**src/rtl/la_sequencer.sv**
```systemverilog
// Logic-analyser command sequencer: decodes host bytes, arms the trigger, then grants the RAM to capture and later to transmit.
// Latency: a command byte changes state on the next edge; a registered trigger compare adds one more cycle; grants track the state register.
// Backpressure: none -- rx_data_valid is a strobe that cannot be stalled; bytes not meaningful in the current state are dropped.
//
// Ports:
//   clk, rst                      clock, synchronous active-high reset
//   rx_data, rx_data_valid        command/operand byte and its one-cycle strobe
//   sample_in                     synchronised probe inputs compared against the trigger
//   cap_grant, cap_done           capture engine enable / buffer-full pulse
//   cap_wr_en, cap_wr_addr        capture-side RAM write request
//   tx_grant, tx_done, tx_rd_addr transmit engine enable / finished pulse / read address
//   ram_addr, ram_we              shared sample RAM port (combinational mux)
//   busy, run_count               not-idle flag, completed capture+transmit runs (wraps)
module la_sequencer #(
  parameter int ADDR_W = 10
) (
  input  logic              clk,
  input  logic              rst,
  input  logic [7:0]        rx_data,
  input  logic              rx_data_valid,
  input  logic [7:0]        sample_in,
  output logic              cap_grant,
  input  logic              cap_done,
  input  logic              cap_wr_en,
  input  logic [ADDR_W-1:0] cap_wr_addr,
  output logic              tx_grant,
  input  logic              tx_done,
  input  logic [ADDR_W-1:0] tx_rd_addr,
  output logic [ADDR_W-1:0] ram_addr,
  output logic              ram_we,
  output logic              busy,
  output logic [7:0]        run_count
);

  typedef enum logic [2:0] {
    S_IDLE      = 3'd0,
    S_GET_MASK  = 3'd1,
    S_GET_VALUE = 3'd2,
    S_ARMED     = 3'd3,
    S_CAPTURE   = 3'd4,
    S_TRANSMIT  = 3'd5
  } state_t;

  localparam logic [7:0] CMD_ARM   = 8'h01;
  localparam logic [7:0] CMD_MASK  = 8'h02;
  localparam logic [7:0] CMD_VALUE = 8'h03;
  localparam logic [7:0] CMD_ABORT = 8'h04;
  localparam logic [7:0] CMD_FORCE = 8'h05;

  state_t     r_state;
  logic [7:0] r_trig_mask;
  logic [7:0] r_trig_value;
  logic       r_trig;
  logic       r_cap_grant;
  logic       r_tx_grant;
  logic [7:0] r_run_count;

  logic w_match;
  logic w_abort;
  logic w_force;

  // Masked-off bits never block a match, so an all-zero mask matches any sample.
  assign w_match = (((sample_in ^ r_trig_value) & r_trig_mask) == 8'h00);
  assign w_abort = rx_data_valid && (rx_data == CMD_ABORT);
  assign w_force = rx_data_valid && (rx_data == CMD_FORCE);

  // Grants are updated alongside the state so each one is high exactly while
  // its state is resident; leaving a state drops its grant on the same edge.
  always_ff @(posedge clk) begin
    if (rst) begin
      r_state      <= S_IDLE;
      r_trig_mask  <= 8'h00;
      r_trig_value <= 8'h00;
      r_trig       <= 1'b0;
      r_cap_grant  <= 1'b0;
      r_tx_grant   <= 1'b0;
      r_run_count  <= 8'h00;
    end else begin
      // The compare result is only meaningful while armed; clearing it elsewhere
      // guarantees a fresh arm never acts on a stale match.
      r_trig <= 1'b0;

      case (r_state)
        S_IDLE: begin
          if (rx_data_valid) begin
            case (rx_data)
              CMD_ARM:   r_state <= S_ARMED;
              CMD_MASK:  r_state <= S_GET_MASK;
              CMD_VALUE: r_state <= S_GET_VALUE;
              default:   r_state <= S_IDLE;
            endcase
          end
        end

        S_GET_MASK: begin
          if (rx_data_valid) begin
            r_trig_mask <= rx_data;
            r_state     <= S_IDLE;
          end
        end

        S_GET_VALUE: begin
          if (rx_data_valid) begin
            r_trig_value <= rx_data;
            r_state      <= S_IDLE;
          end
        end

        S_ARMED: begin
          r_trig <= w_match;
          // Abort outranks both the registered trigger and a force.
          if (w_abort) begin
            r_state <= S_IDLE;
          end else if (r_trig || w_force) begin
            r_state     <= S_CAPTURE;
            r_cap_grant <= 1'b1;
          end
        end

        S_CAPTURE: begin
          // A full buffer wins over a late abort so captured data is still dumped.
          if (cap_done) begin
            r_state     <= S_TRANSMIT;
            r_cap_grant <= 1'b0;
            r_tx_grant  <= 1'b1;
          end else if (w_abort) begin
            r_state     <= S_IDLE;
            r_cap_grant <= 1'b0;
          end
        end

        S_TRANSMIT: begin
          // Commands are deliberately not decoded here: a dump always runs to completion.
          if (tx_done) begin
            r_state     <= S_IDLE;
            r_tx_grant  <= 1'b0;
            r_run_count <= r_run_count + 8'd1;
          end
        end

        default: begin
          r_state     <= S_IDLE;
          r_cap_grant <= 1'b0;
          r_tx_grant  <= 1'b0;
        end
      endcase
    end
  end

  assign cap_grant = r_cap_grant;
  assign tx_grant  = r_tx_grant;
  assign busy      = (r_state != S_IDLE);
  assign run_count = r_run_count;

  // The capture engine owns the RAM only while granted; otherwise the port is
  // a read for the transmit engine and writes are suppressed.
  assign ram_addr = r_cap_grant ? cap_wr_addr : tx_rd_addr;
  assign ram_we   = r_cap_grant & cap_wr_en;

endmodule

```
**config.mk**
```make
export PLATFORM = sky130hd
export DESIGN_NAME = la_sequencer
export DESIGN_NICKNAME = d
export VERILOG_FILES = /design/src/rtl/la_sequencer.sv
export SDC_FILE = /design/constraint.sdc
export NUM_CORES = 1
export LEC_CHECK = 0
export CORE_AREA = 2 2 64 66
export CTS_CLUSTER_SIZE = 20
export DETAILED_ROUTE_END_ITERATION = 10
export DIE_AREA = 0 0 66 68
export PLACE_DENSITY = 0.87
export SLEW_MARGIN = 10
export SYNTH_ARGS = -nofsm -noshare
export SYNTH_HDL_FRONTEND = slang
export SYNTH_SLANG_ARGS = --single-unit
```
**constraint.sdc**
```tcl
create_clock -name clk -period 2.05 [get_ports clk]
set_input_delay 0.615 -clock clk [delete_from_list [all_inputs] [get_ports clk]]
set_output_delay 0.615 -clock clk [all_outputs]
set_load 0.02 [all_outputs]
```
# Word level (Yosys, flattened, before mapping)
# Cells that the tools add are included.
# word_totals
reg_bits	30
output_inout_bits	22
elab_cells	66
# op_classes
addsub	1
eq_ne	18
n_mux	18
n_bitwise	6
reduce_logical	16
# ops
operator	n
$mux 3	7
$eq 8x2->1 const B	2
$eq 8x3->1 const B	2
$pmux 3 s5	1
$mux 10	1
$ne 2x2->1 const B	5
$add 8x1->8 const B	1
$and 8x8->8	1
$eq 8x1->1 const B	1
$logic_not 8->1	1
$reduce_or 4->1	2
$xor 8x8->8	1
$eq 3x2->1 const B	2
$eq 3x3->1 const B	2
$mux 1	6
$ne 3x3->1 const B	2
$pmux 1 s3	2
$pmux 2 s3	1
$reduce_and 2->1	3
$reduce_and 5->1	1
$reduce_and 4->1	1
$reduce_or 2->1	2
$eq 3x1->1 const B	1
$logic_not 3->1	1
7 further kinds	10

# Longest topological paths before layout
# depth
word_depth	6
depth_mapped	7
depth_no_buf	5

# Worst setup path after synthesis
# No wires, ideal clock.
# synth_timing
path_kind	reg-to-output
start	reg r_cap_grant, in the netlist cap_grant
end	out ram_addr[1]
arrival_time_ns	1.239
required_time_ns	1.435
slack_ns	0.196
stages_incl_launch_ff	3
path_buffers	1
path_cell_list	dfxtp_1 buf_1 mux2_2
# synth_via
elab_chain_cells	1
# synth_lines
element	line_no	text
start, declared	54	logic r_cap_grant;
start signal, assigned	75	r_cap_grant <= 1'b0;
start signal, assigned	116	r_cap_grant <= 1'b1;
start signal, assigned	124	r_cap_grant <= 1'b0;
$mux 10	157	assign ram_addr = r_cap_grant ? cap_wr_addr : tx_rd_addr;
end, declared	29	output logic [ADDR_W-1:0] ram_addr,
# Every way passes these cells.

# Worst setup path after layout
# layout_timing
start	in cap_wr_addr[6]
end	out ram_addr[6]
# layout_via
elab_chain_cells	1
# layout_lines
element	line_no	text
start, declared	25	input logic [ADDR_W-1:0] cap_wr_addr,
$mux 10	157	
# Every way passes these cells.

==> impl_metrics.csv <==
group,metric,value,unit
run_status,status,"finished, final reports clean",
clock_network,path_clk_slew,0.06,ns
timing,holdWs,0.439,ns
yosys,synth_xor_xnor_area_share,8.83,%
yosys,yosys.area.top_type,"dfxtp_1",
yosys,async_flop_share,0,%
yosys,syn-num-nets,217,
min_path,min_path_type,"flop to flop",
place,dpl.hpwl,3160,um
timing,timing.final.ws_setup,0.00736,ns
floorplanning,rows,23,
yosys,synth.yosys.seq_area_share,37.9,%
global_routing,grt_first_pass_wirelength,6400,um
yosys,syn_inst,174,
yosys,synthMuxAreaShare,14.1,%
timing,setup_tns,0,ns
final_layout,finish.utilization,67.1,%
clock_network,cts-htree-levels,2,
final_layout,fin_cells,306,
critical_path,rrSetupSlack,0.54,ns
yosys,synth_top_area_share,37.9,%
yosys,syn_area,0.00159,mm2
timing,fin_crit,2.04,ns
floorplanning,die_x,66,um
critical_path,cp_num_cells,3,
global_routing,grt_use_total,19.0,%
critical_path,rr_endpoint,"r_state[0]$_SDFFE_PP0P_",
critical_path,worst_path_largest_cell_delay,0.41,ns
critical_path,arrival,1.43,ns
critical_path,worstSetupEndpoint,"ram_addr[6]",
floorplanning,start_util,41.1,%
final_layout,fin_nets,298,
timing,slew-limit-headroom,67.5,%
floorplanning,io_pins,64,
route,finalWirelength,4270,um
route,first_pass_iters,5,
critical_path,critPathRequiredTime,1.43,ns
global_routing,grt_max_degree,13,
yosys,synth_simple_gate_area_share,23.7,%
power,power.density,530,mW/mm2
floorplanning,coreArea,0.00386,mm2
yosys,synth-compound-area-share,11.1,%
critical_path,rr_startpoint,"r_state[2]$_SDFFE_PP0P_",
route,via_per_inst,5.04,
critical_path,slowest_stage,"clkdlybuf4s50_1",
yosys,synth_cell_type_count,40,
floorplanning,die-area,0.00449,mm2
yosys,synth_common_cells,"30 x dfxtp_1, 23 x nand2_1, 22 x nor2_1",
clock_network,clock-sinks,30,
critical_path,crit_start,"cap_wr_addr[6]",
clock_network,post_cts_buffers,0,
yosys,synth.most_common_cell,"dfxtp_1",
power,ir_drop,0.322,mV
critical_path,r2r_cells,5,
critical_path,path_cells,"clkdlybuf4s50_1 -> mux2_4 -> buf_6",
timing,tightestPinTransition,0.485,ns
route,ant_nets,0,
route,first_iter_violations,116,
route,wire_per_inst,13.9,um
yosys,ys.warnings.count,0,
place,port_buffers,63,
final_layout,area_growth,63.1,%
critical_path,cp_num_buf_inv,2,
place,finalWeightedCongestion,0.778,
global_routing,antenna_found_initial,0,
power,power_leakage,0.00118,uW
timing,period_share,99.6,%
final_layout,diodes,0,
floorplanning,fp.dieH,68,um
critical_path,cp-start-kind,"input pin",
yosys,synth_top_family_by_area,"simple AND/OR/NAND/NOR gates",
timing,fmax,0.490,GHz
clock_network,insertion_delay,0.28,ns
clock_network,cts.path.max_buffers,2,
timing,finClkSkew,0.00474,ns
flow_run,max_cap_viol_count,0,
critical_path,criticalPathCategory,"input pin to output pin",
timing,setup_viol,0,
yosys,synth_ff_type,"dfxtp_1",
timing,rsz0062_at_grt,"true",
global_routing,grt_pass1_vias,1469,
clock_network,cts_buffers,5,
clock_network,root_buffer,"clkbuf_8",
critical_path,worst_setup_path_end_kind,"output pin",
timing,hold_violations,0,
yosys,ys_ff_latch,30,
yosys,synth_area_leaders,"dfxtp_1 38%, xor2_1 8.3%, mux2_2 7.8%",
route,vias,1542,
yosys,synthAdderAreaFrac,0.789,%
global_routing,overflow,0,
yosys,avgSynthCellArea,9.12,um2
place,dp.cells,298,
critical_path,crit_family,"buffers and inverters",
yosys,synth_edf_count,0,
timing,slew_violations,0,
route,drc,0,
clock_network,cts_tree,"done",
final_layout,drive_gt1_share,21.9,%
critical_path,crit_fanout,1,
final_layout,fillers,293,
clock_network,hold_buffers,0,
place,dp_slack,-0.409,ns
## layout by cell type, fill, tap and decap left out, types with 2 or more instances in the layout
master	instances
nand3b_1	3
a21oi_1	10
nand3_1	2
nor4_4	2
and3_1	3
nand2b_1	2
xor2_1	15
buf_6	10
nand2_1	23
mux2i_1	10
a22oi_1	2
mux2_2	2
dfxtp_1	30
nor3b_1	2
dlymetal6s2s_1	14
nor2b_1	2
nor2_1	22
clkbuf_8	8
buf_4	20
a311oi_1	3
nand4_1	5
mux2_4	9
clkdlybuf4s50_1	37
## worst min-delay path by stage
stage                                      from                 to  slack, ns  cells after the start
finish              r_trig_mask[7]$_SDFFE_PP0P_  r_trig$_SDFF_PP0_       0.44                      1
global placement    r_trig_mask[7]$_SDFFE_PP0P_  r_trig$_SDFF_PP0_       0.44                      1
detailed placement  r_trig_mask[7]$_SDFFE_PP0P_  r_trig$_SDFF_PP0_       0.44                      1
floorplan           r_trig_mask[7]$_SDFFE_PP0P_  r_trig$_SDFF_PP0_       0.42                      1
global route        r_trig_mask[7]$_SDFFE_PP0P_  r_trig$_SDFF_PP0_       0.49                      1
CTS                 r_trig_mask[7]$_SDFFE_PP0P_  r_trig$_SDFF_PP0_       0.44                      1
## area by class of cell
cell class / instances / area (um2) / share of cell area [%]
multi-input combinational: 134 / 972 / 37.6
timing repair buffer: 84 / 842 / 32.5
sequential: 30 / 601 / 23.2
clock buffer: 8 / 110 / 4.26
tap: 50 / 62.6 / 2.42
## flip-flops by register name, summed over array words and instances (netlist names)
name	flops
r_trig_mask	8
r_trig_value	8
run_count	8
r_state	3
cap_grant	1
r_trig	1
tx_grant	1
## worst reg2reg max path, delay by kind of cell, from the launching register on
| family | cells | cell delay [ns] |
|---|---|---|
| buf+inv | 1 | 0.16 |
| simple gates | 2 | 0.53 |
| compound gates | 2 | 0.40 |
| flops | 1 | 0.33 |
## metrics by stage
stage | cell area (um2) | total power [uW]
after floorplan | 1590 | 672
after global placement | 2390 | 811
after detailed placement | 2390 | 815
after CTS | 2480 | 1370
after global routing | 2590 | 1430
final | 2590 | 1370
## repair_timing
action                     CTS  global route
gates resized for setup     56            33
pin swaps                    0             1
setup endpoints to repair   12            15
## cells by family (layout without fill, tap and decap cells)
logic type,Yosys count,in the layout
xor+xnor,16,16
buf+inv,10,92
fa+ha+maj,1,1
compound gates,24,24
simple gates,72,72
mux,21,21
flops,30,30
## report_power, final
part / total, uW / internal, uW / switching (uW)
logic: 221 / 135 / 85.9
clock network: 559 / 338 / 220
registers: 591 / 588 / 2.67
## per-layer routing
metal | track usage, % | vias to the layer above | routed length [um]
met5 | 0 | - | 0
met4 | 6.89 | 0 | 61
met3 | 6.09 | 7 | 166
met2 | 34.0 | 30 | 2130
met1 | 21.3 | 737 | 1900
li1 | - | 768 | -
Note: power is estimated with default switching activity, not from simulation.
